### config.mk
export PLATFORM = sky130hd
export DESIGN_NAME = alu_ctrl_pipe
export DESIGN_NICKNAME = d
export VERILOG_FILES = /design/src/rtl/alu_pkg.sv /design/src/rtl/md_sequencer.sv /design/src/rtl/alu_ctrl_pipe.sv
export SDC_FILE = /design/constraint.sdc
export NUM_CORES = 1
export LEC_CHECK = 0
export BUFFER_PORTS_ARGS = -buffer_cell sky130_fd_sc_hd__buf_2
export CELL_PAD_IN_SITES_DETAIL_PLACEMENT = 1
export CELL_PAD_IN_SITES_GLOBAL_PLACEMENT = 2
export CORE_MARGIN = 1
export CORE_UTILIZATION = 26
export CTS_CLUSTER_SIZE = 24
export DETAILED_ROUTE_END_ITERATION = 8
export GPL_ROUTABILITY_DRIVEN = 1
export GPL_TIMING_DRIVEN = 0
export PLACE_DENSITY = 0.82
export SYNTH_ARGS = -nofsm -noshare
export SYNTH_HDL_FRONTEND = slang
export SYNTH_SLANG_ARGS = --single-unit
### constraint.sdc
create_clock -name clk -period 1.74 [get_ports clk]
set_clock_uncertainty 0.15 [all_clocks]
set_input_delay 0.087 -clock clk [delete_from_list [all_inputs] [get_ports clk]]
set_output_delay 0.087 -clock clk [all_outputs]
set_load 0.02 [all_outputs]
### src/rtl/alu_pkg.sv
// Shared encodings for the EX-stage ALU control unit: ALU control codes, aluop classes,
// R-type funct values, mult/div op codes, HI/LO read selects and the ID-stage decoder.
package alu_pkg;

  typedef enum logic [3:0] {
    ALU_AND  = 4'b0000,
    ALU_OR   = 4'b0001,
    ALU_ADD  = 4'b0010,
    ALU_XOR  = 4'b0011,
    ALU_NOR  = 4'b0100,
    ALU_SLL  = 4'b0101,
    ALU_SUB  = 4'b0110,
    ALU_SLT  = 4'b0111,
    ALU_SRL  = 4'b1000,
    ALU_SRA  = 4'b1001,
    ALU_SLTU = 4'b1010,
    ALU_NOP  = 4'b1111
  } alu_ctrl_e;

  typedef enum logic [2:0] {
    AOP_ADD   = 3'b000,
    AOP_SUB   = 3'b001,
    AOP_FUNCT = 3'b010,
    AOP_AND   = 3'b011,
    AOP_OR    = 3'b100,
    AOP_SLT   = 3'b101,
    AOP_XOR   = 3'b110,
    AOP_ILL   = 3'b111
  } aluop_e;

  localparam logic [5:0] F_SLL   = 6'b000000;
  localparam logic [5:0] F_SRL   = 6'b000010;
  localparam logic [5:0] F_SRA   = 6'b000011;
  localparam logic [5:0] F_MFHI  = 6'b010000;
  localparam logic [5:0] F_MFLO  = 6'b010010;
  localparam logic [5:0] F_MULT  = 6'b011000;
  localparam logic [5:0] F_MULTU = 6'b011001;
  localparam logic [5:0] F_DIV   = 6'b011010;
  localparam logic [5:0] F_DIVU  = 6'b011011;
  localparam logic [5:0] F_ADD   = 6'b100000;
  localparam logic [5:0] F_ADDU  = 6'b100001;
  localparam logic [5:0] F_SUB   = 6'b100010;
  localparam logic [5:0] F_SUBU  = 6'b100011;
  localparam logic [5:0] F_AND   = 6'b100100;
  localparam logic [5:0] F_OR    = 6'b100101;
  localparam logic [5:0] F_XOR   = 6'b100110;
  localparam logic [5:0] F_NOR   = 6'b100111;
  localparam logic [5:0] F_SLT   = 6'b101010;
  localparam logic [5:0] F_SLTU  = 6'b101011;

  localparam logic [1:0] MD_MULT  = 2'b00;
  localparam logic [1:0] MD_MULTU = 2'b01;
  localparam logic [1:0] MD_DIV   = 2'b10;
  localparam logic [1:0] MD_DIVU  = 2'b11;

  localparam logic [1:0] HILO_NONE = 2'b00;
  localparam logic [1:0] HILO_LO   = 2'b01;
  localparam logic [1:0] HILO_HI   = 2'b10;

  typedef struct packed {
    alu_ctrl_e  ctrl;
    logic       illegal;
    logic       is_md;
    logic [1:0] md_op;
    logic [1:0] hilo;
  } dec_t;

  function automatic dec_t alu_decode(input logic [2:0] aluop, input logic [5:0] funct);
    dec_t d;
    d = '{ctrl: ALU_NOP, illegal: 1'b0, is_md: 1'b0, md_op: MD_MULT, hilo: HILO_NONE};
    case (aluop_e'(aluop))
      AOP_ADD: d.ctrl = ALU_ADD;
      AOP_SUB: d.ctrl = ALU_SUB;
      AOP_AND: d.ctrl = ALU_AND;
      AOP_OR:  d.ctrl = ALU_OR;
      AOP_SLT: d.ctrl = ALU_SLT;
      AOP_XOR: d.ctrl = ALU_XOR;
      AOP_FUNCT: begin
        case (funct)
          F_ADD, F_ADDU: d.ctrl = ALU_ADD;
          F_SUB, F_SUBU: d.ctrl = ALU_SUB;
          F_AND:   d.ctrl = ALU_AND;
          F_OR:    d.ctrl = ALU_OR;
          F_XOR:   d.ctrl = ALU_XOR;
          F_NOR:   d.ctrl = ALU_NOR;
          F_SLT:   d.ctrl = ALU_SLT;
          F_SLTU:  d.ctrl = ALU_SLTU;
          F_SLL:   d.ctrl = ALU_SLL;
          F_SRL:   d.ctrl = ALU_SRL;
          F_SRA:   d.ctrl = ALU_SRA;
          F_MULT:  begin d.is_md = 1'b1; d.md_op = MD_MULT;  end
          F_MULTU: begin d.is_md = 1'b1; d.md_op = MD_MULTU; end
          F_DIV:   begin d.is_md = 1'b1; d.md_op = MD_DIV;   end
          F_DIVU:  begin d.is_md = 1'b1; d.md_op = MD_DIVU;  end
          F_MFHI:  d.hilo = HILO_HI;
          F_MFLO:  d.hilo = HILO_LO;
          default: d.illegal = 1'b1;
        endcase
      end
      default: d.illegal = 1'b1;
    endcase
    return d;
  endfunction

endpackage

### src/rtl/md_sequencer.sv
// Mult/div occupancy tracker: busy rises the cycle after start and stays high for exactly
// MUL_LAT or DIV_LAT cycles; no backpressure, the caller only starts when idle or on the last cycle.
module md_sequencer #(
  parameter int MUL_LAT = 4,
  parameter int DIV_LAT = 32
) (
  input  logic clk,
  input  logic reset,
  input  logic start,
  input  logic div_sel,
  output logic busy,
  output logic last
);

  localparam int MAX_LAT = (MUL_LAT > DIV_LAT) ? MUL_LAT : DIV_LAT;
  localparam int CNT_W   = (MAX_LAT > 1) ? $clog2(MAX_LAT) : 1;

  localparam logic [0:0] ST_IDLE = 1'b0;
  localparam logic [0:0] ST_RUN  = 1'b1;

  logic [0:0]       state;
  logic [CNT_W-1:0] cnt;
  logic [CNT_W-1:0] lat_m1;

  assign lat_m1 = div_sel ? CNT_W'(DIV_LAT - 1) : CNT_W'(MUL_LAT - 1);
  assign busy   = (state == ST_RUN);
  assign last   = busy && (cnt == '0);

  // A start on the final busy cycle reloads directly so back-to-back ops leave no gap.
  always_ff @(posedge clk) begin
    if (reset) begin
      state <= ST_IDLE;
      cnt   <= '0;
    end else begin
      case (state)
        ST_IDLE: begin
          if (start) begin
            state <= ST_RUN;
            cnt   <= lat_m1;
          end
        end
        default: begin
          if (cnt == '0) begin
            if (start) begin
              cnt <= lat_m1;
            end else begin
              state <= ST_IDLE;
            end
          end else begin
            cnt <= cnt - 1'b1;
          end
        end
      endcase
    end
  end

endmodule

### src/rtl/alu_ctrl_pipe.sv
// ID->EX ALU control decode register, 1-cycle latency; ex_stall holds EX and blocks ID,
// HI/LO-dependent instructions also wait while a mult/div is in flight (released on its last cycle).
module alu_ctrl_pipe
  import alu_pkg::*;
#(
  parameter int CTRL_W  = 4,
  parameter int MUL_LAT = 4,
  parameter int DIV_LAT = 32
) (
  input  logic              clk,
  input  logic              reset,
  input  logic              id_valid,
  output logic              id_ready,
  input  logic [2:0]        aluop,
  input  logic [5:0]        funct,
  input  logic              flush,
  input  logic              ex_stall,
  output logic              ex_valid,
  output logic [CTRL_W-1:0] alucontrol,
  output logic              illegal,
  output logic              md_start,
  output logic [1:0]        md_op,
  output logic              md_busy,
  output logic [1:0]        hilo_rd
);

  dec_t dec;
  logic hilo_class;
  logic md_last;
  logic capture;

  assign dec        = alu_decode(aluop, funct);
  assign hilo_class = dec.is_md || (dec.hilo != HILO_NONE);
  // The busy cycle that ends the current op already frees HI/LO for the next dependent.
  assign id_ready   = !ex_stall && !(hilo_class && md_busy && !md_last);
  assign capture    = id_valid && id_ready && !flush;

  md_sequencer #(
    .MUL_LAT (MUL_LAT),
    .DIV_LAT (DIV_LAT)
  ) u_md_sequencer (
    .clk     (clk),
    .reset   (reset),
    .start   (capture && dec.is_md),
    .div_sel (dec.md_op[1]),
    .busy    (md_busy),
    .last    (md_last)
  );

  always_ff @(posedge clk) begin
    if (reset) begin
      ex_valid   <= 1'b0;
      alucontrol <= CTRL_W'(ALU_NOP);
      illegal    <= 1'b0;
      md_start   <= 1'b0;
      md_op      <= MD_MULT;
      hilo_rd    <= HILO_NONE;
    end else if (capture) begin
      ex_valid   <= 1'b1;
      alucontrol <= CTRL_W'(dec.ctrl);
      illegal    <= dec.illegal;
      md_start   <= dec.is_md;
      md_op      <= dec.md_op;
      hilo_rd    <= dec.hilo;
    end else if (!ex_stall) begin
      ex_valid   <= 1'b0;
      alucontrol <= CTRL_W'(ALU_NOP);
      illegal    <= 1'b0;
      md_start   <= 1'b0;
      md_op      <= MD_MULT;
      hilo_rd    <= HILO_NONE;
    end else begin
      md_start   <= 1'b0;
    end
  end

endmodule

Word level (Yosys, flattened, before mapping)
Index checks and enable logic that the tools add are counted.

storage, ports and cells
  register bits = 17
  bits of input ports = 14
  output and inout port bits = 13
  logic and storage cells = 78

cells by class
  add/subtract/negate cells = 1
  equality and inequality tests = 25
  muxes and demuxes = 22
  bitwise gates (word level) = 1
  reduce and logical (&&, ||, !) cells = 21

operator list
  operator                                              count
  equality test 6 bit (second input constant)           10
  case mux 4 bit (11 select lines)                      1
  equality test 6 x 5 -> 1 bit (second input constant)  6
  case mux 4 bit (7 select lines)                       1
  two-way mux 5 bit                                     5
  OR reduction 19 bit                                   1
  equality test 6 x 2 -> 1 bit (second input constant)  2
  case mux 3 bit (4 select lines)                       1
  equality test 3 bit (second input constant)           3
  two-way mux 4 bit                                     2
  logical AND 1 bit                                     7
  two-way mux 1 bit                                     7
  equality test 3 x 2 -> 1 bit (second input constant)  2
  zero test 6 bit                                       1
  two-way mux 2 bit                                     3
  OR reduction 2 bit                                    3
  OR reduction 6 bit                                    1
  zero test 5 bit                                       1
  subtractor 5 x 1 -> 5 bit (second input constant)     1
  zero test 1 bit                                       4
  case mux 2 bit (2 select lines)                       1
  equality test 3 x 1 -> 1 bit (second input constant)  1
  zero test 3 bit                                       1
  != test 2 x 1 -> 1 bit (second input constant)        1
  other kinds (4)                                       4

Longest topological paths before layout
Gate-level depths: netlist (run 1).

  depth in word-level cells = 15
  gate-level depth with buffers = 7
  gate-level depth less buffers = 7

Hierarchy
Synthesis (run 1) repeated with hierarchy kept, for this count alone.

second synthesis, totals
  cells, all modules = 136
  area, all modules = 1,061.0 um2

by module, submodules not included
  module         instances  cells an instance  area each (um2)  seq. area each (um2)
  alu_ctrl_pipe  1          100                758.2            220.2
  md_sequencer   1          36                 302.8            120.1

Worst setup path after synthesis (run 1)
No wires, ideal clock.

  path type = register to register
  start point = register u_md_sequencer.cnt[0]
  end point = register u_md_sequencer.cnt[1]
  library setup time = 79 ps
  arrival time = 1,635 ps
  data required time = 1,511 ps
  setup slack = -124 ps
  cell stages (with the launch flop) = 8
  buffers on the path = 0
  clock period less this slack = 1,864 ps
  cell sequence = dfxtp_1 > inv_1 > ha_1 > nand2b_1 > o31ai_2 > and3_4 > nor3_1 > a211oi_2

between the ends
  word-level cells in the longest chain between the ends = 12
  elaborated cells between the ends (all ways) = 13
  classes of those cells = 1 x add/sub; 3 x mux; 9 x reduce/logical

RTL lines
  item                             line                                    text
  from (decl)                      md_sequencer.sv:22                      logic [CNT_W-1:0] cnt;
  from (signal assigned)           md_sequencer.sv:39                      cnt <= lat_m1;
  from (signal assigned)           md_sequencer.sv:45                      cnt <= lat_m1;
  from (signal assigned)           md_sequencer.sv:50                      cnt <= cnt - 1'b1;
  zero test 5 bit                  md_sequencer.sv:27, md_sequencer.sv:43
  logical AND 1 bit                md_sequencer.sv:27                      assign last = busy && (cnt == '0);
  zero test 1 bit                  alu_ctrl_pipe.sv:35                     assign id_ready = !ex_stall && !(hilo_class && md_busy && !md_last);
  logical AND 1 bit                alu_ctrl_pipe.sv:35
  zero test 1 bit                  alu_ctrl_pipe.sv:35
  logical AND 1 bit                alu_ctrl_pipe.sv:35
  logical AND 1 bit (2 in series)  alu_ctrl_pipe.sv:36                     assign capture = id_valid && id_ready && !flush;
  logical AND 1 bit                alu_ctrl_pipe.sv:44                     .start (capture && dec.is_md),
  two-way mux 5 bit                n/a
  two-way mux 5 bit                md_sequencer.sv:43                      if (cnt == '0) begin
  two-way mux 5 bit *              md_sequencer.sv:35                      case (state)

Mark *: on every way between the ends. The rest lies on a longest branch, timed or not.
A chain may end at the register's enable or synchronous reset.

Final worst setup path (run 1)
  start point = register u_md_sequencer.cnt[1]
  end point = output port id_ready

between the ends
  word-level cells in the longest chain between the ends = 6

RTL lines
  item               line                 text
  zero test 5 bit    md_sequencer.sv:27
  logical AND 1 bit  md_sequencer.sv:27
  zero test 1 bit    alu_ctrl_pipe.sv:35
  logical AND 1 bit  alu_ctrl_pipe.sv:35
  zero test 1 bit    alu_ctrl_pipe.sv:35
  logical AND 1 bit  alu_ctrl_pipe.sv:35
  to (decl)          alu_ctrl_pipe.sv:13  output logic id_ready,

Every way passes these cells.

==> impl_metrics.tcl, run 1 <==
set metrics [dict create \
    tightestPinTransition_ps 567.8 \
    p_per_area_nw_per_um2 577.3 \
    overflow 0 \
    cpPeakStageDelay_ps 370 \
    path_max_fanout 7 \
    r2r_end "u_md_sequencer.cnt[2]" \
    dp_cells 208 \
    ys.flop_type "dfxtp_1" \
    grt_pass1_vias 1126 \
    drtPass1Iterations 4 \
    cp_cell_sequence "inv_2, ha_4, nand2b_4, o31ai_4, nor3_2, nor2_1, buf_4" \
    status "finished, violations left" \
    drive_gt1_share_pct 40.00 \
    dpl_cell_area_sq_um 1257 \
    grt_pass1_wl_mm 5.430 \
    p_int_mw 0.6016 \
    ant_nets 0 \
    worstPathArrival_ps 1590 \
    synthArstFlopShare_pct 0 \
    tritoncts "done" \
    yosys.area_share.simple_pct 33.77 \
    whs_ps 6.020 \
    synth_compound_area_share_pct 26.47 \
    fillers 480 \
    whs_path_depth 3 \
    synth_edf_count 0 \
    grt_usage_pct 16.75 \
    vias 1125 \
    clk_latency_ps 260 \
    synth_top_family_by_area "simple AND/OR/NAND/NOR gates" \
    syn-instance-count 136 \
    core_sq_um 3744 \
    post-route-worst-setup-slack_ps -82.42 \
    grt_start_max_net_pins 11 \
    switching_share_pct 28.20 \
    p_leak_nw 0.5424 \
    wl_per_cell_um 15.09 \
    final_cells 223 \
    cts_buffers 3 \
    min_from "aluop[1]" \
    violations "setup timing" \
    start_util_pct 27.91 \
    holdPathEnd "alucontrol[2]" \
    place_hpwl_mm 2.333 \
    ys_top_cells_by_area "dfxtp_1 33%, a21oi_1 6.7%, nor2_1 6.1%" \
    r2r_setup_slack_ps -50 \
    synth-seq-cells 17 \
    finalCriticalPeriod_ps 1822 \
    drv_cap 0 \
    areaGrowthSynthToFinish_pct 38.92 \
    syn-num-nets 151 \
    rows 22 \
    synthXorXnorAreaFrac_pct 0 \
    worstHoldPathType "in -> reg" \
    die_height_um 65.39 \
    drtIter0Drc 26 \
    grt_setup_unrepaired "true" \
    setup_viol 4 \
    antenna_found_initial 0 \
    utilization_pct 38.77 \
    synth.avg_cell_area_sq_um 7.682 \
    synth_top_area_share_pct 32.57 \
    synth_mux_area_share_pct 0 \
    gp_congestion 0.7806 \
    cp.required_ps 1500 \
    clock-sinks 17 \
    avgViaCountPerCell 5.045 \
    synth.distinct_cells 41 \
    timing.rr.start "u_md_sequencer.cnt[1]" \
    die_area_sq_um 4276 \
    portBuffers 24 \
    final_cell_area_sq_um 1451 \
    setup_tns_ps -203.0 \
    synth_top_cell_by_area "dfxtp_1" \
    slowest_stage "o31ai_4" \
    comb_power_share_pct 16.4 \
    max_freq_mhz 548.7 \
    pre_cts_ws_ps -142.0 \
    peakVddDrop_mv 0.2213 \
    finalCritPeriodShare_pct 104.7 \
    finalHoldViolations 0 \
    syn_area_sq_um 1045 \
    ctsLongestPathBuffers 2 \
    route.detailed.drc 0 \
    start_kind "register" \
    p_switching_mw 0.2363 \
    wirelength_mm 3.366 \
    yosysWarningCount 0 \
    finalNetCount 191 \
    clkTransAtPathRegs_ps 70 \
    ys_seq_area_share_pct 32.57 \
    drv_slew 0 \
    max_slew_margin_pct 62.14 \
    die_w_um 65.39 \
    finalPower_mw 0.8379 \
    antenna_cells 0 \
    cp-end-kind "output port" \
    cts_root_buf "clkbuf_8" \
    crit_type "reg -> out" \
    cts_max_level 1 \
    pwr-share-clk_pct 36.5 \
    pwr-share-seq_pct 47.1 \
    synthAdderAreaFrac_pct 1.198 \
    worst_r2r_path_depth 9 \
    io_pins 27 \
]
==> registers in the layout, summed over array words and instances, names as in the netlist <==
register,count
u_md_sequencer.cnt,5
alucontrol,4
hilo_rd,2
md_op,2
ex_valid,1
illegal,1
md_start,1
u_md_sequencer.busy,1
==> layout by cell type, fill, tap and decap left out, types with 4 or more instances in the layout <==
cell | synthesis | layout
clkbuf_1 | 6 | 6
dfxtp_1 | 17 | 14
inv_1 | 8 | 6
buf_2 | 2 | 25
a21oi_2 | 0 | 8
nand2_1 | 10 | 10
nand2b_1 | 6 | 5
buf_4 | 0 | 10
nor2_1 | 17 | 16
o21ai_0 | 8 | 7
nand3_1 | 5 | 4
a21oi_1 | 14 | 6
==> timing repair <==
action,4_1_cts,5_1_grt
buffers inserted,9,1
resized for setup,5,12
pin swaps,11,10
hold endpoints to repair,1,0
hold buffers,1,0
gates cloned,0,0
setup endpoints to repair,11,14
==> how the worst max path moves through the flow <==
stage | from | to | slack, ps | depth (start not counted)
after global placement | u_md_sequencer.cnt[0] | u_md_sequencer.cnt[4] | -110 | 7
after global routing | u_md_sequencer.cnt[1] | id_ready | -190 | 7
after detailed placement | u_md_sequencer.cnt[0] | u_md_sequencer.cnt[4] | -140 | 7
final | u_md_sequencer.cnt[1] | id_ready | -80 | 7
after floorplan | u_md_sequencer.cnt[1] | u_md_sequencer.cnt[3] | -9 | 7
after CTS | u_md_sequencer.cnt[1] | id_ready | -90 | 7
==> power by group through the flow <==
stage / clock, mW / sequential [mW] / combinational, mW
after floorplan: 0 / 0.408 / 0.0765
after global placement: 0 / 0.403 / 0.124
after detailed placement: 0 / 0.403 / 0.128
after CTS: 0.315 / 0.394 / 0.134
after global routing: 0.337 / 0.395 / 0.151
final: 0.306 / 0.395 / 0.138
==> critical path, delay by kind of cell, from the launching register on <==
kind / cells / cell delay [ps]
flip-flops: 1 / 330
AO/OA/AOI/OAI: 1 / 370
adder cells (fa/ha/maj): 1 / 150
buffers and inverters: 2 / 210
AND/OR/NAND/NOR: 3 / 260
==> per-layer routing <==
metal  vias to the layer above  part of all wire, %  global-route usage [%]
met5                         -                    0                       0
met4                         0                  1.2                   5.707
met3                         4                  4.1                   3.646
met2                        24                   47                   26.68
met1                       531                   48                   22.13
li1                        566                    -                       -
==> cells in the mapped netlist, types with 3 or more instances <==
cell      count
a21oi_1      14
clkbuf_1      6
dfxtp_1      17
inv_1         8
nand2_1      10
nand2b_1      6
nand3_1       5
nor2_1       17
nor3_1        4
nor3b_1       3
o21ai_0       8
==> cell families after synthesis <==
group                      Yosys count
adders and majority gates            1
buffers and inverters               16
DFF                                 17
and+or+nand+nor                     62
AOI/OAI and AO/OA                   40
==> area by class of cell <==
class / count / area, sq um / share of cell area (%)
multi-input cells: 103 / 726.9 / 50.09
flip-flops and latches: 17 / 344.1 / 23.71
repair buffers: 35 / 211.5 / 14.57
well taps: 48 / 60.06 / 4.138
clock buffers: 3 / 41.29 / 2.845
plain buffers: 8 / 32.53 / 2.241
inverters: 8 / 30.03 / 2.069
clock inverters: 1 / 5.005 / 0.3448
Power figures use the tool's default switching activity.
==> run 2, diff against run 1 <==
--- a/config.mk
+++ b/config.mk
@@ -15,5 +15,6 @@
 export GPL_ROUTABILITY_DRIVEN = 1
 export GPL_TIMING_DRIVEN = 0
-export PLACE_DENSITY = 0.82
+export PLACE_DENSITY_LB_ADDON = 0.05
+export SKIP_CTS_REPAIR_TIMING = 1
 export SYNTH_ARGS = -nofsm -noshare
 export SYNTH_HDL_FRONTEND = slang
==> constraint.sdc (replaced) <==
create_clock -name clk -period 1.74 [get_ports clk]
set_clock_uncertainty 0.15 [all_clocks]
set_input_delay 0 -clock clk [delete_from_list [all_inputs] [get_ports clk]]
set_output_delay 0 -clock clk [all_outputs]
set_load 0.02 [all_outputs]
==> impl_metrics.tcl, run 2 (synthesis results as in run 1) <==
set metrics [dict create \
    gp_congestion 0.7355 \
    antenna_cells 0 \
    setup_viol 5 \
    clkTransAtPathRegs_ps 70 \
    core_sq_um 3744 \
    avgViaCountPerCell 4.951 \
    cp-end-kind "register" \
    grt_usage_pct 15.28 \
    portBuffers 24 \
    reg_top3 "u_md_sequencer.cnt: 5 flops, alucontrol: 4 flops" \
    layout_commonest_cell "buf_2" \
    worst_r2r_path_depth 8 \
    overflow 0 \
    setup_tns_ps -132.7 \
    rows 22 \
    final_cells 224 \
    max_flop_register "u_md_sequencer.cnt" \
    grt_pass1_wl_mm 5.071 \
    final_cell_mix "25 x buf_2, 17 x nor2_1, 14 x dfxtp_1, 10 x nand2_1, 10 x a21oi_1" \
    ctsLongestPathBuffers 2 \
    r2r_setup_slack_ps -40 \
    final_cell_area_sq_um 1443 \
    timing.rr.start "u_md_sequencer.cnt[0]" \
    finalHoldViolations 1 \
    fillers 486 \
    tightestPinTransition_ps 542.9 \
    max_slew_margin_pct 63.81 \
    grt_start_max_net_pins 11 \
    drv_slew 0 \
    place_hpwl_mm 2.292 \
    route.detailed.drc 0 \
    cts_root_buf "clkbuf_8" \
    vias 1109 \
    status "finished, violations left" \
    tritoncts "done" \
    violations "hold timing, setup timing" \
    clock-sinks 17 \
    dp_cells 208 \
    worstHoldPathType "in -> reg" \
    drive_gt1_share_pct 34.66 \
    finalCriticalPeriod_ps 1781 \
    wirelength_mm 3.008 \
    cts_max_level 1 \
    post-route-worst-setup-slack_ps -41.27 \
    start_kind "register" \
    areaGrowthSynthToFinish_pct 38.08 \
    peakVddDrop_mv 0.4569 \
    wl_per_cell_um 13.43 \
    holdPathEnd "alucontrol[2]" \
    drtIter0Drc 30 \
    largest_reg_flops 5 \
    cp.required_ps 1730 \
    grt_setup_unrepaired "true" \
    die_height_um 65.39 \
    drv_cap 0 \
    min_from "aluop[2]" \
    max_freq_mhz 561.4 \
    whs_path_depth 4 \
    die_area_sq_um 4276 \
    cts_buffers 3 \
    ant_nets 0 \
    crit_type "reg -> reg" \
    start_util_pct 27.91 \
    finalCritPeriodShare_pct 102.4 \
    clk_latency_ps 250 \
    p_leak_nw 0.5431 \
    finalPower_mw 0.8336 \
    finalNetCount 192 \
    worstPathArrival_ps 1770 \
    antenna_found_initial 0 \
    die_w_um 65.39 \
    drtPass1Iterations 4 \
    r2r_end "alucontrol[0]" \
    p_per_area_nw_per_um2 577.8 \
    grt_pass1_vias 1044 \
    io_pins 27 \
    dpl_cell_area_sq_um 1257 \
    whs_ps -0.5170 \
    path_max_fanout 8 \
]
## run 2: cell count changes in the layout (fill, tap and decap cells not counted), moves of 2 or more
cell,change
a21oi_2,-4
dlygate4sd3_1,+3
buf_4,-2
a21oi_1,+4
## run 2: metrics by stage
step                      utilization (%)  setup WS, ps  hold slack, ps
after floorplan                         -        -9.045           20.73
after global placement              33.59        -139.7           166.0
after detailed placement            33.59        -139.5           162.6
after CTS                           34.79        -167.5          -104.9
after global routing                38.54        -120.3           21.60
final                               38.54        -41.27         -0.5170
## run 2: power by group
group | internal, mW | switching [mW]
logic | 0.0540 | 0.0850
clock network | 0.162 | 0.138
registers | 0.393 | 0.00187
## run 2: per-layer routing
metal	track usage (%)	part of all wire, %	up-vias
met1	21.89	53	514
met4	3.261	0.53	0
met5	0	0	-
li1	-	-	571
met3	3.299	3.7	2
met2	23.20	42	22
## run 2: layout make-up
| cell class | instances | area [sq um] | share of cell area, % |
|---|---|---|---|
| clock buffer | 4 | 45.04 | 3.122 |
| tap | 48 | 60.06 | 4.163 |
| sequential | 17 | 344.1 | 23.85 |
| multi-input combinational | 103 | 704.4 | 48.83 |
| inverter | 8 | 30.03 | 2.082 |
| buffer | 8 | 32.53 | 2.255 |
| timing repair buffer | 36 | 226.5 | 15.70 |
## run 2: worst max path at each step
stage                     startpoint               endpoint  slack (ps)  cells after the start
6_report       u_md_sequencer.cnt[0]          alucontrol[0]         -40                      8
5_1_grt        u_md_sequencer.cnt[0]          alucontrol[0]        -120                      8
4_1_cts        u_md_sequencer.cnt[0]               id_ready        -170                      7
3_5_place_dp   u_md_sequencer.cnt[0]  u_md_sequencer.cnt[4]        -140                      7
3_3_place_gp   u_md_sequencer.cnt[0]  u_md_sequencer.cnt[4]        -140                      7
2_1_floorplan  u_md_sequencer.cnt[1]  u_md_sequencer.cnt[3]          -9                      7
## run 2: critical path: stages, from the launching register on
cell	delay [ps]
dfxtp_2	330
inv_2	80
ha_4	140
nand2b_4	60
o31ai_4	370
buf_4	200
o31ai_4	60
nor3_2	190
a21oi_1	80
==> run 3, diff against run 2 <==
- CORE_UTILIZATION: 26 -> 27
- CTS_BUF_LIST: default -> sky130_fd_sc_hd__clkbuf_2
==> impl_metrics.tcl, run 3 (synthesis results as in run 1) <==
set metrics [dict create \
    met3_usage_pct 3.036 \
    finalCriticalPeriod_ps 1829 \
    clock-sinks 17 \
    ant_nets 0 \
    antenna_cells 0 \
    areaGrowthSynthToFinish_pct 38.68 \
    die_height_um 64.21 \
    clkTransAtPathRegs_ps 180 \
    antenna_found_initial 0 \
    rows 22 \
    status "finished, violations left" \
    drtIter0Drc 58 \
    ctsLongestPathBuffers 2 \
    finalCritPeriodShare_pct 105.1 \
    start_kind "register" \
    wl_per_cell_um 14.10 \
    cts_buffers 3 \
    peakVddDrop_mv 0.1982 \
    clk_latency_ps 310 \
    grt_setup_unrepaired "true" \
    crit_type "reg -> reg" \
    finalNetCount 193 \
    gr-usage-met2_pct 23.27 \
    setup_viol 3 \
    reg_top3 "u_md_sequencer.cnt: 5 flops, alucontrol: 4 flops" \
    drive_gt1_share_pct 33.33 \
    cts_root_buf "clkbuf_2" \
    final_cell_mix "25 x buf_2, 17 x nor2_1, 14 x dfxtp_1, 11 x a21oi_1, 10 x nand2_1" \
    violations "hold timing, setup timing" \
    tightestPinTransition_ps 534.6 \
    avgViaCountPerCell 4.853 \
    finalHoldViolations 1 \
    grt_pass1_vias 1015 \
    max_freq_mhz 546.7 \
    die_area_sq_um 4122 \
    tritoncts "done" \
    layout_commonest_cell "buf_2" \
    drv_slew 0 \
    die_w_um 64.21 \
    place_hpwl_mm 2.261 \
    worstPathArrival_ps 1940 \
    vias 1092 \
    grt_usage_pct 15.68 \
    whs_ps -7.324 \
    worstHoldPathType "in -> reg" \
    portBuffers 24 \
    max_slew_margin_pct 64.36 \
    route.detailed.drc 0 \
    cp-end-kind "register" \
    post-route-worst-setup-slack_ps -89.00 \
    grt_start_max_net_pins 11 \
    finalPower_mw 0.7260 \
    gp_congestion 0.7452 \
    io_pins 27 \
    cp.required_ps 1850 \
    p_leak_nw 0.5351 \
    p_per_area_nw_per_um2 501.0 \
    drv_cap 0 \
    grt_pass1_wl_mm 4.919 \
    cts_max_level 1 \
    core_sq_um 3689 \
    max_flop_register "u_md_sequencer.cnt" \
    drtPass1Iterations 4 \
    pre_cts_ws_ps -157.2 \
    start_util_pct 28.32 \
    largest_reg_flops 5 \
    wirelength_mm 3.172 \
    overflow 0 \
    grt_util_met1_pct 21.82 \
    busiest_layer "met2" \
    path_max_fanout 5 \
]
-- run 3: cell type report --
type	instances	area [sq um]
Buffer	8	32.53
Clock buffer	3	15.01
Clock inverter	1	5.005
Fill cell	475	2240
Inverter	8	30.03
Multi-Input combinational cell	104	732.0
Sequential cell	17	344.1
Tap cell	48	60.06
Timing Repair Buffer	36	230.2
-- run 3: path summary, 6_finish.rpt --
check	slack (ps)	cells after the start	startpoint	endpoint
min	-7	5	funct[5]	md_start
max	-90	7	u_md_sequencer.cnt[0]	u_md_sequencer.cnt[3]
min reg2reg	310	2	hilo_rd[0]	hilo_rd[0]
max reg2reg	-90	7	u_md_sequencer.cnt[0]	u_md_sequencer.cnt[3]
-- run 3: power by group --
| part | switching, mW | total [mW] | internal (mW) |
|---|---|---|---|
| logic | 0.0880 | 0.145 | 0.0574 |
| clock network | 0.133 | 0.185 | 0.0521 |
| registers | 0.00198 | 0.395 | 0.393 |
| total | 0.223 | 0.726 | 0.503 |
-- run 3: metal layers --
metal	part of all wire [%]	wire (um)
met5	0	0
met3	3.2	103
met2	44	1398
met1	52	1635
met4	1.1	35
-- run 3: critical path: stages, from the launching register on --
cell	delay (ps)
dfxtp_2	370
inv_2	50
ha_4	160
nand2b_4	90
o31ai_4	90
or4_1	510
or2_1	240
a31oi_1	120
-- run 3: stage by stage --
step           std cells  instance area, sq um  setup TNS [ps]  util (%)
4_1_cts              212                  1277           -1376     34.63
6_report             225                  1449          -142.7     39.28
5_1_grt              225                  1449          -674.0     39.28
2_1_floorplan        136                  1077          -9.045         -
3_3_place_gp         208                  1257          -636.3     34.09
3_5_place_dp         208                  1257          -741.1     34.09
